--- config.mk ---
export PLATFORM = sky130hd
export DESIGN_NAME = marker_centroid
export DESIGN_NICKNAME = d
export VERILOG_FILES = /design/src/rtl/marker_pkg.sv /design/src/rtl/seq_divider.sv /design/src/rtl/marker_centroid.sv
export SDC_FILE = /design/constraint.sdc
export NUM_CORES = 1
export LEC_CHECK = 0
export CAP_MARGIN = 20
export CORE_ASPECT_RATIO = 1.4
export CORE_MARGIN = 3
export CORE_UTILIZATION = 42
export DETAILED_ROUTE_END_ITERATION = 10
export GPL_ROUTABILITY_DRIVEN = 0
export GPL_TIMING_DRIVEN = 0
export PLACE_DENSITY = 0.64
export SLEW_MARGIN = 20
export SYNTH_ARGS = -nofsm -noshare
export SYNTH_HDL_FRONTEND = slang
export SYNTH_SLANG_ARGS = --single-unit
--- constraint.sdc ---
create_clock -name clock -period 6.61 [get_ports clock]
set_input_delay 1.322 -clock clock [delete_from_list [all_inputs] [get_ports clock]]
set_output_delay 1.322 -clock clock [all_outputs]
set_load 0.005 [all_outputs]
--- src/rtl/marker_pkg.sv ---
`default_nettype none
// ============================================================================
// Module   : marker_pkg
// Purpose  : Shared defaults, FSM state encoding and fixed division latency
//            for the marker centroid block and its sequential divider.
// Ports    : (package - no ports)
// Revision : 1.0 - initial release
// ============================================================================
package marker_pkg;

  // Default widths used by marker_centroid / seq_divider parameters
  localparam int COORD_W_DFLT    = 11;
  localparam int CNT_W_DFLT      = 20;
  localparam int SUM_W_DFLT      = 31;
  localparam int MIN_PIXELS_DFLT = 4;

  // One load cycle plus one restoring iteration per dividend bit
  localparam int DIV_CYCLES = SUM_W_DFLT + 1;

  // Centroid sequencer states
  typedef logic [2:0] state_t;
  localparam logic [2:0] S_IDLE   = 3'd0;
  localparam logic [2:0] S_DIV_X1 = 3'd1;
  localparam logic [2:0] S_DIV_Y1 = 3'd2;
  localparam logic [2:0] S_DIV_X2 = 3'd3;
  localparam logic [2:0] S_DIV_Y2 = 3'd4;
  localparam logic [2:0] S_UPDATE = 3'd5;

endpackage : marker_pkg
`default_nettype wire

--- src/rtl/seq_divider.sv ---
`default_nettype none
// ============================================================================
// Module   : seq_divider
// Purpose  : Unsigned restoring divider, DVD_W-bit dividend by DVS_W-bit
//            divisor. Fixed latency: the start cycle loads the operands and
//            DVD_W further cycles each produce one quotient bit (MSB first).
// Ports    : clock      - system clock
//            reset      - synchronous active-low reset
//            i_start    - load operands and begin a division
//            i_dividend - dividend, sampled with i_start
//            i_divisor  - divisor, sampled with i_start
//            o_busy     - high for exactly DVD_W+1 cycles from i_start
//            o_done     - one-cycle pulse, o_quotient valid from this cycle
//            o_quotient - quotient (holds until next start)
// Revision : 1.0 - initial release
// ============================================================================
module seq_divider
  import marker_pkg::*;
#(
  parameter int DVD_W = SUM_W_DFLT,
  parameter int DVS_W = CNT_W_DFLT
) (
  input  logic             clock,
  input  logic             reset,
  input  logic             i_start,
  input  logic [DVD_W-1:0] i_dividend,
  input  logic [DVS_W-1:0] i_divisor,
  output logic             o_busy,
  output logic             o_done,
  output logic [DVD_W-1:0] o_quotient
);

  localparam int DCNT_W = $clog2(DVD_W + 1);

  logic [DVS_W-1:0]  r_rem;
  logic [DVD_W-1:0]  r_quo;   // dividend shifts out the top, quotient in the bottom
  logic [DVS_W-1:0]  r_dvs;
  logic [DCNT_W-1:0] r_cnt;
  logic              r_run;
  logic              r_done;

  logic [DVS_W:0]    w_shift;
  logic              w_ge;
  logic [DVS_W-1:0]  w_diff;

  // Partial remainder is always below the divisor, so the shifted value fits
  // DVS_W+1 bits and the difference (when taken) fits DVS_W bits.
  assign w_shift = {r_rem, r_quo[DVD_W-1]};
  assign w_ge    = (w_shift >= {1'b0, r_dvs});
  assign w_diff  = w_shift[DVS_W-1:0] - r_dvs;

  always_ff @(posedge clock) begin
    if (!reset) begin
      r_rem  <= '0;
      r_quo  <= '0;
      r_dvs  <= '0;
      r_cnt  <= '0;
      r_run  <= 1'b0;
      r_done <= 1'b0;
    end else begin
      r_done <= 1'b0;
      if (i_start) begin
        r_rem <= '0;
        r_quo <= i_dividend;
        r_dvs <= i_divisor;
        r_cnt <= DCNT_W'(DVD_W);
        r_run <= 1'b1;
      end else if (r_run) begin
        r_rem <= w_ge ? w_diff : w_shift[DVS_W-1:0];
        r_quo <= {r_quo[DVD_W-2:0], w_ge};
        r_cnt <= r_cnt - DCNT_W'(1);
        if (r_cnt == DCNT_W'(1)) begin
          r_run  <= 1'b0;
          r_done <= 1'b1;
        end
      end
    end
  end

  // The load cycle counts as busy so the window is exactly DVD_W+1 cycles
  assign o_busy     = r_run | i_start;
  assign o_done     = r_done;
  assign o_quotient = r_quo;

endmodule : seq_divider
`default_nettype wire

--- src/rtl/marker_centroid.sv ---
`default_nettype none
// ============================================================================
// Module   : marker_centroid
// Purpose  : Accumulates per-pixel classifier hits for two hand markers over
//            a frame and, at frame end, computes each marker's mean position
//            with one time-shared sequential divider. Outputs update once per
//            frame, all together, with a pos_valid pulse a fixed
//            4*(SUM_W+1)+2 cycles after frame_end.
// Options  : CENTROID_SMOOTH_EN - when defined, tracked outputs follow
//            new = (3*old + q) >> 2 (first tracked frame loads q directly);
//            when undefined, new = q.
// Ports    : clock, reset          - clock, synchronous active-low reset
//            pixel_valid           - pix_x/pix_y/hit1/hit2 valid this cycle
//            pix_x, pix_y          - current pixel column / row
//            hit1, hit2            - pixel classified as marker 1 / marker 2
//            frame_end             - pulse after last active pixel of a frame
//            x1, y1, x2, y2        - marker centroids
//            pos_valid             - pulse when x1..y2 update
//            lost1, lost2          - marker below MIN_PIXELS last frame
//            busy                  - division sequence in progress
//            overrun               - pulse when a frame_end was dropped
// Revision : 1.0 - initial release
// ============================================================================
module marker_centroid
  import marker_pkg::*;
#(
  parameter int COORD_W    = COORD_W_DFLT,
  parameter int CNT_W      = CNT_W_DFLT,
  parameter int SUM_W      = SUM_W_DFLT,
  parameter int MIN_PIXELS = MIN_PIXELS_DFLT
) (
  input  logic               clock,
  input  logic               reset,
  input  logic               pixel_valid,
  input  logic [COORD_W-1:0] pix_x,
  input  logic [COORD_W-1:0] pix_y,
  input  logic               hit1,
  input  logic               hit2,
  input  logic               frame_end,
  output logic [COORD_W-1:0] x1,
  output logic [COORD_W-1:0] y1,
  output logic [COORD_W-1:0] x2,
  output logic [COORD_W-1:0] y2,
  output logic               pos_valid,
  output logic               lost1,
  output logic               lost2,
  output logic               busy,
  output logic               overrun
);

  localparam int DIV_CYC = SUM_W + 1;
  localparam int CYC_W   = $clog2(DIV_CYC);
  localparam logic [CYC_W-1:0] C_CYC_LAST = CYC_W'(DIV_CYC - 1);

  // --------------------------------------------------------------------------
  // Saturating helpers
  // --------------------------------------------------------------------------
  function automatic logic [SUM_W-1:0] sum_add(input logic [SUM_W-1:0]   a,
                                                input logic [COORD_W-1:0] b);
    logic [SUM_W:0] s;
    s = {1'b0, a} + {{(SUM_W + 1 - COORD_W){1'b0}}, b};
    sum_add = s[SUM_W] ? {SUM_W{1'b1}} : s[SUM_W-1:0];
  endfunction

  function automatic logic [CNT_W-1:0] cnt_inc(input logic [CNT_W-1:0] a);
    cnt_inc = (&a) ? a : a + CNT_W'(1);
  endfunction

  // --------------------------------------------------------------------------
  // Live accumulators
  // --------------------------------------------------------------------------
  logic [SUM_W-1:0] r_sx1, r_sy1, r_sx2, r_sy2;
  logic [CNT_W-1:0] r_n1, r_n2;
  logic [SUM_W-1:0] w_sx1_nxt, w_sy1_nxt, w_sx2_nxt, w_sy2_nxt;
  logic [CNT_W-1:0] w_n1_nxt, w_n2_nxt;

  // Hold registers (snapshot of the closed frame)
  logic [SUM_W-1:0] r_hsx1, r_hsy1, r_hsx2, r_hsy2;
  logic [CNT_W-1:0] r_hn1, r_hn2;

  // Sequencer
  state_t           r_state;
  logic [CYC_W-1:0] r_cyc;
  logic [1:0]       r_qidx;
  logic [COORD_W-1:0] r_qx1, r_qy1, r_qx2, r_qy2;
  logic             r_overrun;
  logic             r_pos_valid;

  logic             w_close;
  logic             w_start;
  logic [SUM_W-1:0] w_dividend;
  logic [CNT_W-1:0] w_n;
  logic [CNT_W-1:0] w_divisor;
  logic [SUM_W-1:0] w_quo;
  logic [COORD_W-1:0] w_qsat;
  logic             w_div_done;
  logic             w_div_busy;
  logic             w_trk1, w_trk2;
  logic [COORD_W-1:0] w_nx1, w_ny1, w_nx2, w_ny2;

  // Next live values include this cycle's pixel, so a pixel coincident with
  // frame_end lands in the snapshot of the closing frame.
  always_comb begin
    w_sx1_nxt = r_sx1;
    w_sy1_nxt = r_sy1;
    w_n1_nxt  = r_n1;
    w_sx2_nxt = r_sx2;
    w_sy2_nxt = r_sy2;
    w_n2_nxt  = r_n2;
    if (pixel_valid && hit1) begin
      w_sx1_nxt = sum_add(r_sx1, pix_x);
      w_sy1_nxt = sum_add(r_sy1, pix_y);
      w_n1_nxt  = cnt_inc(r_n1);
    end
    if (pixel_valid && hit2) begin
      w_sx2_nxt = sum_add(r_sx2, pix_x);
      w_sy2_nxt = sum_add(r_sy2, pix_y);
      w_n2_nxt  = cnt_inc(r_n2);
    end
  end

  assign w_close = frame_end && (r_state == S_IDLE);

  // Any frame_end (accepted or dropped) restarts accumulation from zero
  always_ff @(posedge clock) begin
    if (!reset || frame_end) begin
      r_sx1 <= '0;
      r_sy1 <= '0;
      r_n1  <= '0;
      r_sx2 <= '0;
      r_sy2 <= '0;
      r_n2  <= '0;
    end else begin
      r_sx1 <= w_sx1_nxt;
      r_sy1 <= w_sy1_nxt;
      r_n1  <= w_n1_nxt;
      r_sx2 <= w_sx2_nxt;
      r_sy2 <= w_sy2_nxt;
      r_n2  <= w_n2_nxt;
    end
  end

  always_ff @(posedge clock) begin
    if (!reset) begin
      r_hsx1 <= '0;
      r_hsy1 <= '0;
      r_hn1  <= '0;
      r_hsx2 <= '0;
      r_hsy2 <= '0;
      r_hn2  <= '0;
    end else if (w_close) begin
      r_hsx1 <= w_sx1_nxt;
      r_hsy1 <= w_sy1_nxt;
      r_hn1  <= w_n1_nxt;
      r_hsx2 <= w_sx2_nxt;
      r_hsy2 <= w_sy2_nxt;
      r_hn2  <= w_n2_nxt;
    end
  end

  // --------------------------------------------------------------------------
  // Divider operand select and start
  // --------------------------------------------------------------------------
  assign w_trk1 = (r_hn1 >= CNT_W'(MIN_PIXELS));
  assign w_trk2 = (r_hn2 >= CNT_W'(MIN_PIXELS));

  always_comb begin
    w_dividend = '0;
    w_n        = '0;
    w_start    = 1'b0;
    case (r_state)
      S_DIV_X1: begin w_dividend = r_hsx1; w_n = r_hn1; w_start = (r_cyc == '0); end
      S_DIV_Y1: begin w_dividend = r_hsy1; w_n = r_hn1; w_start = (r_cyc == '0); end
      S_DIV_X2: begin w_dividend = r_hsx2; w_n = r_hn2; w_start = (r_cyc == '0); end
      S_DIV_Y2: begin w_dividend = r_hsy2; w_n = r_hn2; w_start = (r_cyc == '0); end
      default:  begin w_dividend = '0;     w_n = '0;    w_start = 1'b0;          end
    endcase
  end

  // Untracked markers still divide (by 1) to keep the latency data-independent
  assign w_divisor = (w_n >= CNT_W'(MIN_PIXELS)) ? w_n : CNT_W'(1);

  seq_divider #(
    .DVD_W (SUM_W),
    .DVS_W (CNT_W)
  ) u_div (
    .clock      (clock),
    .reset      (reset),
    .i_start    (w_start),
    .i_dividend (w_dividend),
    .i_divisor  (w_divisor),
    .o_busy     (w_div_busy),
    .o_done     (w_div_done),
    .o_quotient (w_quo)
  );

  assign w_qsat = (|w_quo[SUM_W-1:COORD_W]) ? {COORD_W{1'b1}} : w_quo[COORD_W-1:0];

  // --------------------------------------------------------------------------
  // Sequencer: four DIV_CYC-cycle division slots, then a two-cycle UPDATE
  // (cycle 0 collects the last quotient, cycle 1 publishes).
  // --------------------------------------------------------------------------
  always_ff @(posedge clock) begin
    if (!reset) begin
      r_state <= S_IDLE;
      r_cyc   <= '0;
    end else begin
      case (r_state)
        S_IDLE: begin
          r_cyc <= '0;
          if (frame_end) r_state <= S_DIV_X1;
        end
        S_DIV_X1, S_DIV_Y1, S_DIV_X2, S_DIV_Y2: begin
          if (r_cyc == C_CYC_LAST) begin
            r_cyc <= '0;
            case (r_state)
              S_DIV_X1: r_state <= S_DIV_Y1;
              S_DIV_Y1: r_state <= S_DIV_X2;
              S_DIV_X2: r_state <= S_DIV_Y2;
              default:  r_state <= S_UPDATE;
            endcase
          end else begin
            r_cyc <= r_cyc + CYC_W'(1);
          end
        end
        S_UPDATE: begin
          if (r_cyc == '0) begin
            r_cyc <= CYC_W'(1);
          end else begin
            r_cyc   <= '0;
            r_state <= S_IDLE;
          end
        end
        default: begin
          r_state <= S_IDLE;
          r_cyc   <= '0;
        end
      endcase
    end
  end

  // Quotients arrive in X1, Y1, X2, Y2 order, one done pulse each
  always_ff @(posedge clock) begin
    if (!reset) begin
      r_qidx <= '0;
      r_qx1  <= '0;
      r_qy1  <= '0;
      r_qx2  <= '0;
      r_qy2  <= '0;
    end else begin
      if (r_state == S_IDLE) r_qidx <= '0;
      if (w_div_done) begin
        case (r_qidx)
          2'd0:    r_qx1 <= w_qsat;
          2'd1:    r_qy1 <= w_qsat;
          2'd2:    r_qx2 <= w_qsat;
          default: r_qy2 <= w_qsat;
        endcase
        r_qidx <= r_qidx + 2'd1;
      end
    end
  end

`ifdef CENTROID_SMOOTH_EN
  function automatic logic [COORD_W-1:0] f_smooth(input logic [COORD_W-1:0] old,
                                                   input logic [COORD_W-1:0] q,
                                                   input logic               first);
    logic [COORD_W+1:0] acc;
    acc      = {2'b00, old} + {1'b0, old, 1'b0} + {2'b00, q};
    f_smooth = first ? q : COORD_W'(acc >> 2);
  endfunction

  // A marker coming back from lost (or out of reset) restarts the filter
  assign w_nx1 = f_smooth(x1, r_qx1, lost1);
  assign w_ny1 = f_smooth(y1, r_qy1, lost1);
  assign w_nx2 = f_smooth(x2, r_qx2, lost2);
  assign w_ny2 = f_smooth(y2, r_qy2, lost2);
`else
  assign w_nx1 = r_qx1;
  assign w_ny1 = r_qy1;
  assign w_nx2 = r_qx2;
  assign w_ny2 = r_qy2;
`endif

  // Published outputs change together, only in the final UPDATE cycle
  always_ff @(posedge clock) begin
    if (!reset) begin
      x1          <= '0;
      y1          <= '0;
      x2          <= '0;
      y2          <= '0;
      lost1       <= 1'b1;
      lost2       <= 1'b1;
      r_pos_valid <= 1'b0;
    end else begin
      r_pos_valid <= 1'b0;
      if ((r_state == S_UPDATE) && (r_cyc != '0)) begin
        r_pos_valid <= 1'b1;
        if (w_trk1) begin
          x1    <= w_nx1;
          y1    <= w_ny1;
          lost1 <= 1'b0;
        end else begin
          lost1 <= 1'b1;
        end
        if (w_trk2) begin
          x2    <= w_nx2;
          y2    <= w_ny2;
          lost2 <= 1'b0;
        end else begin
          lost2 <= 1'b1;
        end
      end
    end
  end

  always_ff @(posedge clock) begin
    if (!reset) begin
      r_overrun <= 1'b0;
    end else begin
      r_overrun <= frame_end && (r_state != S_IDLE);
    end
  end

  assign pos_valid = r_pos_valid;
  assign overrun   = r_overrun;
  assign busy      = (r_state != S_IDLE) || w_div_busy;

endmodule : marker_centroid
`default_nettype wire

# Word-level counts from Yosys, hierarchy flattened
# Cells that the tools add are included.
# totals
reg_bits	508
wordCells	133
# classes
addsub	10
magnitude_cmp	4
n_eq_ne	12
n_mux	39
n_bitwise	4
reduce_logical	31
# op_table
operator	n
2-to-1 mux 31 bit	10
adder 31 x 11 -> 32 bit	4
case mux 31 bit (4 select lines)	1
2-to-1 mux 20 bit	6
>= comparator 20 x 3 -> 1 bit (second input constant)	3
adder 20 x 1 -> 20 bit (second input constant)	2
case mux 20 bit (2 select lines)	1
AND reduction 20 bit	2
>= comparator 21 x 20 -> 1 bit	1
OR reduction 20 bit	1
subtractor 20 bit	1
case mux 3 bit (3 select lines)	2
2-to-1 mux 5 bit	3
AND reduction 2 bit	6
2-to-1 mux 11 bit	1
case mux 5 bit (2 select lines)	1
2-to-1 mux 1 bit	9
2-to-1 mux 3 bit	3
equality test 3 x 2 -> 1 bit (second input constant)	2
equality test 3 bit (second input constant)	2
OR reduction 2 bit	3
OR reduction 3 bit	2
adder 5 x 1 -> 5 bit (second input constant)	1
equality test 5 x 1 -> 1 bit (second input constant)	1
22 further kinds	32

# Depth between registers and ports, before layout
# logic_depth
word_depth	5
mapped_depth	12

# Modules after synthesis
# A second synthesis with hierarchy kept.
# hier_totals
hier_cells	2899
area_unflattened_um2	24738.7
# modules_own_cells
mod	n_inst	cells_per_inst	area_per_inst_um2	seq_area_each_um2
marker_centroid	1	2332	20044.2	8608.3
seq_divider	1	567	4694.5	1561.5

# Worst setup path after synthesis
# OpenSTA, ideal clock, no wires.
# synth_timing
path_kind	input-to-reg
start	in pix_y[4]
end	reg r_hsy1[24]
arrival_ps	3522
t_required_ps	6478
slack_ps	2956
cell_stages	9
n_path_buf	1
cell_sequence	ha_1 a2111oi_2 o21ai_0 a221o_1 and4_1 buf_2 or4_1 o211ai_1 a21oi_1
# synth_via
elab_chain_len	3
# synth_lines
item	line_no	rtl
start: declaration	marker_centroid.sv:36	input logic [COORD_W-1:0] pix_y,
adder 31 x 11 -> 32 bit	marker_centroid.sv:61	s = {1'b0, a} + {{(SUM_W + 1 - COORD_W){1'b0}}, b};
2-to-1 mux 31 bit	marker_centroid.sv:62	sum_add = s[SUM_W] ? {SUM_W{1'b1}} : s[SUM_W-1:0];
2-to-1 mux 31 bit	marker_centroid.sv:110	if (pixel_valid && hit1) begin
end signal: assignment	marker_centroid.sv:153	r_hsy1 <= w_sy1_nxt;
end: declaration	marker_centroid.sv:78	logic [SUM_W-1:0] r_hsx1, r_hsy1, r_hsx2, r_hsy2;
# Every way passes these cells.
# A chain may end at the register's enable or synchronous reset.

# Worst setup path in the final report
# layout_timing
start	in pix_x[1]
end	reg r_hsx2[19]
# layout_via
elab_chain_len	3
# layout_lines
item	line_no	rtl
start: declaration	marker_centroid.sv:35	input logic [COORD_W-1:0] pix_x,
adder 31 x 11 -> 32 bit	marker_centroid.sv:61	
2-to-1 mux 31 bit	marker_centroid.sv:62	
2-to-1 mux 31 bit	marker_centroid.sv:115	if (pixel_valid && hit2) begin
end signal: assignment	marker_centroid.sv:155	r_hsx2 <= w_sx2_nxt;
end: declaration	marker_centroid.sv:78	
# Every way passes these cells.

==> out/metrics.cfg <==
[die]
die-area_um2=58900
die_height_um=286
rows=102
core_area_um2=55400
start_util=0.425
die_w_um=206
io-pin-count=77

[cells_and_area]
final_area_um2=26800
multiInputGateArea_um2=12400
syn2layout_area_growth_pct=14.1
seq_area_um2=10200
num-fill-cells=5384
final_common_cell=dfxtp_1
final_cell_mix=dfxtp_1 (508), nor2_1 (374), a21oi_1 (217), clkbuf_1 (175)
utilization=0.485
nets=2983
drive_gt1_frac=0.0453
n_antenna_cell=0

[clock_network]
cts-root-buf=clkbuf_16
h-tree-depth=2
clkLatencyLatePin_ns=0.61
cts.repair.resized=0
cts.sinks=508
tritoncts=yes
path_clk_slew_ns=0.06
cts_made_buffers=51
clockBufferDepth=3
postCtsHoldBufs=0
post-cts-setup-buffer-count=0

[synthesis]
ys_seq_area_frac=0.432
avgSynthCellArea_um2=8.56
postSynth.asyncResetShare=0
synth_flop_cell=dfxtp_1
synth_area_um2=23500
synth_nets=2855
syn_inst=2747
ys_warn_count=0
ys_ff_latch=508
synth-edff-count=0
ys_types=80

[drt]
vias_per_cell=6.01
ant_nets=0
routed_wirelength_um=83100
wl_met2_um=40700
wl_per_cell_um=22.8
drtPass1Iterations=5
num_vias=21900
top_layer_used=met4
drt-initial-drc-count=1985
met1Wirelength_um=30300
met3_wirelength_um=4940
remaining_drc_errors=0

[sta]
setup_viol=0
rsz0062_at_grt=false
tightest_slew_ns=1.19
hold_viol=0
worst_hold_slack_ns=0.457
min_period_ns=4.53
fin_crit_sh=0.685
slew_viol_final=0
fin_skew_ns=0.0151
slew_headroom=0.208
timing.fmax_mhz=221
tns_ns=0
fin_ws_ns=2.08

[placement]
place.port_buffers=75
dp_hpwl_um=64000
placed_area_um2=25200
pre_cts_slack_ns=1.56

[worst_setup_path]
critPathRequiredTime_ns=7.06
worst_setup_path_start_kind=input pin
cp_max_fo=10
endpoint_kind=flop
crit_arrival_ns=4.98
crit_type=in -> reg

[pwr]
vdd_drop_max_v=0.000187
powerDensity_nw_per_um2=270
p_leak_uw=0.00929

[global_routing]
grt_max_degree=15
grt.overflow.total=0
grt_pass1_wl_um=124000
antenna_found_initial=0
grt_pass1_vias=21300
grtUsageTotal=0.274

[run]
max_cap_viol_count=0

[status]
outcome=completed

[hold_path]
hold_class=reg -> reg

## state kept, by name, indices dropped and copies added, names as in the netlist, 20 cells and up
signal            count
r_hsx1               31
r_hsx2               31
r_hsy1               31
r_hsy2               31
r_sx1                31
r_sx2                31
r_sy1                31
r_sy2                31
u_div.o_quotient     31
r_hn1                20
r_hn2                20
r_n1                 20
r_n2                 20
u_div.r_dvs          20
u_div.r_rem          20
## per-stage QoR
step | total power [uW] | std cells
floorplan | 4020 | 2747
global placement | 4370 | 3550
detailed placement | 4390 | 3550
CTS | 7230 | 3642
global route | 7480 | 3642
finish | 7230 | 3642
## synth_stat cells, types with 13 or more instances
| cell | n | area share |
|---|---|---|
| nor2_1 | 374 | 0.060 |
| a211oi_1 | 81 | 0.026 |
| and4_1 | 15 | 0.0056 |
| o211ai_1 | 14 | 0.0045 |
| ha_1 | 75 | 0.040 |
| and2_1 | 21 | 0.0056 |
| a21oi_1 | 217 | 0.046 |
| xor2_1 | 49 | 0.018 |
| mux2i_1 | 89 | 0.038 |
| a21o_1 | 23 | 0.0073 |
| o22ai_1 | 13 | 0.0035 |
| a22oi_1 | 37 | 0.012 |
| nor3_1 | 63 | 0.013 |
| a221oi_1 | 75 | 0.028 |
| o21a_1 | 28 | 0.0089 |
| xnor2_1 | 79 | 0.029 |
| nand2b_1 | 15 | 0.0040 |
| nand3_1 | 103 | 0.022 |
| buf_2 | 13 | 0.0028 |
| nand4_1 | 40 | 0.011 |
| nand2_1 | 170 | 0.027 |
| inv_1 | 58 | 0.0093 |
| clkbuf_1 | 167 | 0.027 |
| and3_1 | 26 | 0.0069 |
| a31oi_1 | 31 | 0.0082 |
| nor4_1 | 26 | 0.0069 |
| o21ai_0 | 170 | 0.036 |
| dfxtp_1 | 508 | 0.43 |
## power by group
group	switching, uW	internal (uW)
combinational	726	362
sequential	101	3170
clock	1280	1590
total	2110	5120
## cell families (layout without fill, tap and decap cells)
family / after synthesis / after routing / synth area share
simple gates: 904 / 904 / 0.178
compound gates: 785 / 785 / 0.217
flops: 508 / 508 / 0.432
buf+inv: 250 / 417 / 0.0417
xor+xnor: 128 / 128 / 0.0477
mux: 92 / 92 / 0.0393
fa+ha+maj: 80 / 80 / 0.0441
## worst paths after layout
path	startpoint	endpoint	slack, ns	cells past startpoint
max	pix_x[1]	r_hsx2[19]	2.08	11
min	r_hsy1[24]	r_hsy1[24]	0.46	2
max reg2reg	r_state[2]	r_hsy2[20]	2.78	8
min reg2reg	r_hsy1[24]	r_hsy1[24]	0.46	2
## final cells by class
class | instances | share of cell area
Multi-Input combinational cell | 1989 | 0.462
Sequential cell | 508 | 0.379
Clock inverter | 23 | 0.00681
Buffer | 191 | 0.0283
Clock buffer | 69 | 0.0542
Tap cell | 728 | 0.0339
Inverter | 59 | 0.00825
Timing Repair Buffer | 75 | 0.0280
## routing by layer
layer / vias to the layer above / track usage
met5: - / 0
met4: 0 / 0.197
met1: 10500 / 0.294
li1: 10200 / -
met2: 853 / 0.480
met3: 316 / 0.0499
## worst max-delay path: stages
cell,delay (ns)
clkdlybuf4s50_1,0.68
ha_1,0.29
a21o_1,0.17
a211oi_1,0.30
o21bai_1,0.20
a311oi_2,0.61
or3_1,0.21
clkbuf_1,0.49
nor2_1,0.24
nor2_1,0.34
a21oi_1,0.12
No activity file was read; power rests on OpenSTA's default activity.
